===== config.mk =====
export PLATFORM = sky130hd
export DESIGN_NAME = mem_port_arbiter
export DESIGN_NICKNAME = d
export VERILOG_FILES = /design/src/rtl/mem_port_arbiter.sv
export SDC_FILE = /design/constraint.sdc
export NUM_CORES = 1
export LEC_CHECK = 0
export CORE_MARGIN = 2
export CORE_UTILIZATION = 30
export CTS_CLUSTER_DIAMETER = 40
export CTS_CLUSTER_SIZE = 16
export DETAILED_ROUTE_END_ITERATION = 6
export PLACE_DENSITY = 0.67
export SKIP_LAST_GASP = 1
export SYNTH_ARGS = -nofsm -noshare
export SYNTH_HDL_FRONTEND = slang
export SYNTH_SLANG_ARGS = --single-unit
export TNS_END_PERCENT = 100

===== constraint.sdc =====
create_clock -name clk -period 5.1 [get_ports clk]
set_clock_uncertainty 0.2 [all_clocks]
set_input_delay 1.02 -clock clk [delete_from_list [all_inputs] [get_ports clk]]
set_output_delay 1.02 -clock clk [all_outputs]
set_load 0.005 [all_outputs]

===== src/rtl/mem_port_arbiter.sv =====
// mem_port_arbiter: shares one memory_io port between the instruction and data requesters
package mem_port_arbiter_pkg;
  typedef struct packed {
    logic        valid;
    logic [31:0] addr;
    logic [31:0] data;
    logic [3:0]  do_read;
    logic [3:0]  do_write;
  } memory_io_req;
  typedef struct packed {
    logic        valid;
    logic        ready;
    logic [31:0] data;
  } memory_io_rsp;
endpackage

module mem_port_arbiter
  import mem_port_arbiter_pkg::*;
#(
  parameter int DATA_PRIORITY = 0,
  parameter int MAX_WAIT      = 255
) (
  input  logic         clk,
  input  logic         reset,
  input  memory_io_req inst_req,
  output memory_io_rsp inst_rsp,
  input  memory_io_req data_req,
  output memory_io_rsp data_rsp,
  output memory_io_req mem_req,
  input  memory_io_rsp mem_rsp,
  output logic         busy,
  output logic         timeout
);
  typedef enum logic [1:0] {IDLE, ISSUE, WAIT} state_t;
  state_t       r_state;
  logic         r_owner;
  logic         r_rr_last;
  logic         r_timeout;
  logic [7:0]   r_wait_cnt;
  logic [1:0]   r_full;
  memory_io_req r_slot [2];
  memory_io_req w_req [2];
  memory_io_req w_own;
  logic         w_last;
  logic         w_done;
  logic [1:0]   w_hit;
  logic [31:0]  w_rsp_data;

  assign w_req[0]   = inst_req;
  assign w_req[1]   = data_req;
  assign w_own      = r_slot[r_owner];
  assign w_last     = r_wait_cnt == 8'(MAX_WAIT - 1);
  assign w_done     = r_state == WAIT && (mem_rsp.valid || w_last);
  assign w_hit      = {w_done && r_owner, w_done && !r_owner};
  assign w_rsp_data = mem_rsp.valid ? mem_rsp.data : 32'd0;
  assign busy       = r_state != IDLE || |r_full;
  assign timeout    = r_timeout;

  // route the owner's slot to memory while issuing and the completion back to its owner
  always_comb begin
    mem_req       = r_state == ISSUE ? w_own : '0;
    mem_req.valid = r_state == ISSUE && mem_rsp.ready && w_own.valid;
    inst_rsp      = '{valid: w_hit[0], ready: !r_full[0], data: w_hit[0] ? w_rsp_data : 32'd0};
    data_rsp      = '{valid: w_hit[1], ready: !r_full[1], data: w_hit[1] ? w_rsp_data : 32'd0};
  end

  // per-port request slots: capture when empty, release when the owned transaction completes
  always_ff @(posedge clk)
    if (reset) begin
      r_full    <= '0;
      r_slot[0] <= '0;
      r_slot[1] <= '0;
    end else
      for (int i = 0; i < 2; i++)
        if (w_req[i].valid && !r_full[i]) begin
          r_full[i] <= 1'b1;
          r_slot[i] <= w_req[i];
        end else if (w_hit[i]) r_full[i] <= 1'b0;

  // grant, issue and wait sequencing with the abort counter and sticky timeout flag
  always_ff @(posedge clk)
    if (reset) begin
      r_state    <= IDLE;
      r_owner    <= 1'b0;
      r_rr_last  <= 1'b0;
      r_wait_cnt <= '0;
      r_timeout  <= 1'b0;
    end else
      case (r_state)
        IDLE:
          if (|r_full) begin
            r_owner <= &r_full ? (DATA_PRIORITY != 0 || !r_rr_last) : r_full[1];
            r_state <= ISSUE;
          end
        ISSUE:
          if (mem_rsp.ready) begin
            r_state    <= WAIT;
            r_wait_cnt <= '0;
          end
        WAIT:
          if (w_done) begin
            r_state   <= IDLE;
            r_rr_last <= r_owner;
            if (!mem_rsp.valid) r_timeout <= 1'b1;
          end else r_wait_cnt <= r_wait_cnt + 8'd1;
        default: r_state <= IDLE;
      endcase
endmodule


==> results of run 1 <==
-- power by group through the flow --
stage / Combinational, mW / Sequential [mW] / Clock [mW]
after detailed placement: 0.503 / 1.64 / 0
after floorplan: 0.225 / 1.62 / 0
after global routing: 0.541 / 1.62 / 1.28
final: 0.494 / 1.61 / 1.20
after global placement: 0.501 / 1.64 / 0
after CTS: 0.506 / 1.61 / 1.24
-- critical path, delay by kind of cell --
family	cells	cell delay [ns]
AND/OR/NAND/NOR	2	0.69
buffers and inverters	3	1.32
AO/OA/AOI/OAI	1	0.07
-- synth_stat cells --
library cell	instances	area, um2
a2111oi_0	1	8.76
a211o_1	1	8.76
a211oi_1	2	15.0
a211oi_2	1	12.5
a21boi_0	1	7.51
a21o_1	1	7.51
a21oi_1	7	35.0
a31oi_1	4	25.0
a32oi_1	1	8.76
a41oi_1	1	8.76
and2_1	146	913
and3_1	3	18.8
and4_1	1	8.76
buf_1	2	7.51
buf_2	10	50.1
buf_6	1	11.3
clkbuf_1	33	124
dfxtp_1	16	320
edfxtp_1	146	4380
ha_1	2	25.0
inv_1	7	26.3
mux2_2	1	11.3
mux2i_1	73	731
nand2_1	40	150
nand2b_1	5	31.3
nand3_1	5	25.0
nand3b_1	2	15.0
nor2_1	144	541
nor2b_1	1	6.26
nor3_1	1	5.00
nor3b_1	1	7.51
o211ai_2	1	12.5
o21ai_0	4	20.0
o41ai_1	1	8.76
or2_2	2	12.5
or3_1	1	6.26
or3b_1	1	8.76
or4_1	1	7.51
-- layer usage --
metal / vias to the layer above / track usage, % / routed length, um
li1: 2875 / - / -
met3: 22 / 3.78 / 1430
met2: 217 / 28.8 / 11300
met1: 2828 / 18.4 / 8660
met5: - / 0 / 0
met4: 0 / 5.23 / 412
-- sequential cells by signal (all words and copies together), names as in the netlist, named ones only --
signal      cells
r_state         2
r_full          2
r_slot        146
timeout         1
r_owner         1
r_rr_last       1
r_wait_cnt      8
-- final timing paths --
path	from	end	slack (ns)	cells past startpoint
min	timeout	timeout	0.27	2
min reg2reg	timeout	timeout	0.27	2
max reg2reg	r_wait_cnt[0]	r_full[0]	2.85	7
max	mem_rsp[33]	inst_rsp[23]	0.77	6
-- metrics by stage --
step	worst slack, ns	util (%)	total power [mW]	area (um2)
global route	0.629	47.0	3.45	11800
floorplan	1.36	-	1.85	7630
CTS	0.776	47.0	3.36	11800
global placement	0.811	44.8	2.14	11200
finish	0.768	47.0	3.31	11800
detailed placement	0.784	44.8	2.15	11200
-- cells by family after synthesis --
group / Yosys count / share of synthesized area (%)
flops: 162 / 61.7
buf+inv: 53 / 2.87
mux: 74 / 9.73
fa+ha+maj: 2 / 0.328
simple gates: 354 / 23.0
compound gates: 26 / 2.35
-- cell type report --
class	count	area, um2	share of cell area, %
sequential	162	4710	40.0
timing repair buffer	333	3340	28.3
multi-input combinational	456	2740	23.2
clock buffer	18	429	3.65
tap	330	413	3.51
clock inverter	14	120	1.02
inverter	7	26.3	0.223
antenna	1	2.50	0.0213
==> run_results.csv, run 1 <==
group,metric,value,unit
outcome,outcome,"finished, final reports clean",
sta,hold_violations,0,
sta,maxSlewViolCount,0,
floorplan,rows,58,
power_and_ir_drop,seqPwrFrac,48.7,%
cts,clkLatencyLatePin,0.41,ns
drt,drc,0,
worst_setup_path,critPathKind,"input port to primary output",
global_route,first_global_vias,6088,
global_route,grt_max_degree,78,
sta,max_freq,231,MHz
cts,clock_sinks,162,
cts,clockBufferDepth,2,
worst_setup_path,crit_top_cell,"clkdlybuf4s50_1",
layout,layout.cells.non_filler,1321,
worst_setup_path,cpPeakStageDelay,0.58,ns
logic_synthesis,netlist_area,7630,um2
drt,dr.pass1.iters,4,
cts,cts_setup_buffers,0,
drt,drtIter0Drc,231,
sta,period_needed,4.33,ns
placement,hpwl,15.0,mm
cts,postCtsHoldBufs,0,
power_and_ir_drop,power_density,281,nW/um2
floorplan,die_area,26700,um2
cts,root_buffer,"clkbuf_16",
layout,n_fill_cell,2308,
placement,gp_congestion,0.781,
drt,ant_nets,0,
sta,min_period_over_period,84.9,%
sta,setup_viol,0,
power_and_ir_drop,p_sw_share,24.7,%
power_and_ir_drop,pwr-share-clk,36.4,%
cts,post_cts_resized,0,
logic_synthesis,syn_nets,855,
worst_hold_path,hp-class,"register to register",
worst_setup_path,worstPathRequired,3.88,ns
power_and_ir_drop,p_leak,4.25,nW
placement,dp_cells,1288,
logic_synthesis,synthCells,671,
global_route,antenna_found_initial,1,
worst_setup_path,startpoint_type,"input port",
layout,areaGrowthSynthToFinish,54.4,%
layout,fin_nets,1161,
worst_setup_path,path_max_fanout,18,
sta,tns,0,ns
global_route,grt_overflow_total,0,
logic_synthesis,yosys_warnings,0,
worst_setup_path,arrival,3.11,ns
layout,mostFrequentLayoutCells,"clkdlybuf4s50_1 (324), and2_1 (146), edfxtp_1 (146), nor2_1 (144), mux2i_1 (73)",
worst_setup_path,path_cells,"clkdlybuf4s50_1 > a21oi_1 > or3_1 > buf_4 > nor2_1 > clkdlybuf4s50_1",
floorplan,dieHeight,163,um
logic_synthesis,ys_types,38,
power_and_ir_drop,internal-power,2.49,mW
logic_synthesis,ys_seq_area_share,61.7,%
global_route,grtUsageTotal,15.9,%
cts,cts_tree,"done",
worst_setup_path,setup.worst_path.end_class,"primary output",
worst_setup_path,cpMaxStageDelayCell,"or3_1",
power_and_ir_drop,pwr-share-comb,14.9,%
power_and_ir_drop,worst_ir_drop_vdd,225,uV
cts,clkTransAtPathRegs,0.07,ns
cts,cts_buffers,17,
drt,route.detailed.wl_per_inst,16.5,um
placement,portBuffers,324,
floorplan,die_w,163,um
logic_synthesis,syn_avg_cell_area,11.4,um2
power_and_ir_drop,p_sw,0.817,mW
layout,drive_gt1_share,4.95,%
drt,via_per_inst,4.50,
sta,rsz0062_at_grt,"no",
floorplan,initial_core_util,30.5,%
cts,cts_max_level,4,
sta,worst_pin_slew,0.962,ns
sta,slew_headroom,35.9,%
flow_run,timing.max_cap.violations,0,
floorplan,ioPinCount,325,
logic_synthesis,synth_seq_cells,162,
sta,holdWs,0.270,ns
drt,vias,5942,
layout,final_common_cell,"clkdlybuf4s50_1",
drt,wirelength,21.8,mm
global_route,grt_pass1_wl,32.7,mm
floorplan,core-area,25000,um2
Power figures use the tool's default switching activity.
==> run 2: changes to the inputs <==
- clock period: 5.1 -> 4.2 ns (I/O delays scaled with it)
==> run_results.csv, run 2 (synthesis gave the netlist of run 1 again) <==
group,metric,value,unit
outcome,outcome,"finished, final reports clean",
sta,max_freq,258,MHz
sta,setup_viol,0,
drt,drtIter0Drc,342,
layout,n_fill_cell,2276,
layout,largest_register_ffs,146,
cts,clockBufferDepth,2,
drt,via_per_inst,4.50,
worst_setup_path,cpPeakStageDelay,0.52,ns
sta,maxSlewViolCount,0,
worst_setup_path,rr_startpoint,"r_wait_cnt[0]",
cts,root_buffer,"clkbuf_16",
worst_setup_path,path_buf_inv,4,
sta,holdWs,0.264,ns
floorplan,dieHeight,163,um
worst_setup_path,reg2regPathDepth,8,
cts,cts_max_level,4,
floorplan,die_area,26700,um2
worst_hold_path,holdPathEnd,"timeout",
floorplan,die_w,163,um
worst_setup_path,setup.worst_path.end_class,"primary output",
placement,gp_congestion,0.766,
drt,drc,0,
worst_setup_path,r2r_slack,2.09,ns
worst_setup_path,critPathKind,"input port to primary output",
worst_setup_path,worstPathRequired,3.16,ns
worst_hold_path,hp-class,"register to register",
layout,multi_input_comb_area,2740,um2
sta,worst_pin_slew,0.952,ns
drt,wirelength,22.0,mm
global_route,antenna_found_initial,0,
drt,dr.pass1.iters,4,
layout,diodes,0,
global_route,grt_pass1_wl,33.3,mm
worst_setup_path,cp_top_family,"buffers and inverters",
cts,cts_setup_buffers,0,
layout,top_register,"r_slot",
worst_setup_path,cpMaxStageDelayCell,"clkdlybuf4s50_1",
global_route,grt_max_degree,87,
drt,route.detailed.wl_per_inst,16.7,um
drt,ant_nets,0,
power_and_ir_drop,finalPower,4.23,mW
floorplan,core-area,25000,um2
cts,clock_sinks,162,
power_and_ir_drop,power_density,355,nW/um2
cts,clkLatencyLatePin,0.42,ns
worst_setup_path,path_cells,"clkdlybuf4s50_1 > buf_4 > a21o_1 > nand3_1 > buf_4 > nor2_1 > clkdlybuf4s50_1",
sta,tns,0,ns
layout,utilization,47.5,%
worst_setup_path,r2r_end,"r_full[1]",
sta,period_needed,3.88,ns
layout,largest_registers,"r_slot (146), r_wait_cnt (8)",
sta,min_period_over_period,92.3,%
cts,cts_tree,"done",
worst_hold_path,min-delay-start,"timeout",
global_route,first_global_vias,6141,
floorplan,ioPinCount,325,
floorplan,rows,58,
worst_hold_path,hold_depth,2,
placement,hpwl,15.2,mm
cts,postCtsHoldBufs,0,
layout,final_common_cell,"clkdlybuf4s50_1",
global_route,grt_overflow_total,0,
worst_setup_path,path_max_fanout,37,
sta,hold_violations,0,
layout,mostFrequentLayoutCells,"clkdlybuf4s50_1 (324), and2_1 (146), edfxtp_1 (146), nor2_1 (144), mux2i_1 (73)",
cts,clkTransAtPathRegs,0.07,ns
drt,vias,5946,
layout,drive_gt1_share,5.25,%
worst_setup_path,startpoint_type,"input port",
layout,regArea,4710,um2
floorplan,initial_core_util,30.5,%
cts,cts_buffers,17,
layout,areaGrowthSynthToFinish,55.9,%
worst_setup_path,arrival,2.84,ns
layout,fin_nets,1164,
worst_setup_path,path_depth,7,
placement,portBuffers,324,
power_and_ir_drop,p_leak,4.32,nW
global_route,grtUsageTotal,16.4,%
cts,post_cts_resized,0,
flow_run,timing.max_cap.violations,0,
sta,slew_headroom,36.5,%
sta,rsz0062_at_grt,"no",
power_and_ir_drop,worst_ir_drop_vdd,237,uV
run 2: how the worst max path moves through the flow:
| stage | from | to |
|---|---|---|
| after floorplan | reset | r_slot[0][0] |
| after global placement | mem_rsp[33] | data_rsp[23] |
| after detailed placement | mem_rsp[33] | data_rsp[23] |
| after CTS | mem_rsp[33] | data_rsp[23] |
| after global routing | mem_rsp[33] | data_rsp[23] |
| final | mem_rsp[33] | data_rsp[23] |
run 2: routing by layer:
| metal | routed length, um | part of all wire, % | global-route usage, % | vias up |
|---|---|---|---|---|
| li1 | - | - | - | 2886 |
| met2 | 11300 | 51 | 29.3 | 245 |
| met1 | 8710 | 40 | 18.9 | 2790 |
| met3 | 1550 | 7.0 | 4.32 | 25 |
| met4 | 463 | 2.1 | 5.67 | 0 |
| met5 | 0 | 0 | 0 | - |
run 2: worst reg2reg max path, cell delays in order, from the launching register on:
cell and delay, ns:
dfxtp_1 0.36, inv_1 0.07, ha_1 0.19, and3_1 0.22, a21o_1 0.20, nand3_1 0.07, buf_4 0.32, inv_1 0.14
a211oi_1 0.24
run 2: area by class of cell:
| class | instances | share of cell area (%) |
|---|---|---|
| clock buffers | 17 | 3.58 |
| clock inverters | 13 | 1.67 |
| inverters | 7 | 0.221 |
| multi-input cells | 456 | 23.0 |
| flip-flops and latches | 162 | 39.6 |
| well taps | 330 | 3.47 |
| repair buffers | 336 | 28.5 |
run 2: through the flow:
step,cells,instance area [um2],worst slack [ns]
after global placement,1291,11300,0.369
after global routing,1321,11900,0.230
after CTS,1321,11900,0.298
after floorplan,671,7630,0.642
final,1321,11900,0.325
after detailed placement,1291,11300,0.324
run 2: report_power, final:
part           switching (mW)  total, mW  internal, mW
combinational           0.257      0.613         0.356
clock                   0.655       1.66          1.00
sequential             0.0531       1.95          1.90
total                   0.965       4.23          3.26
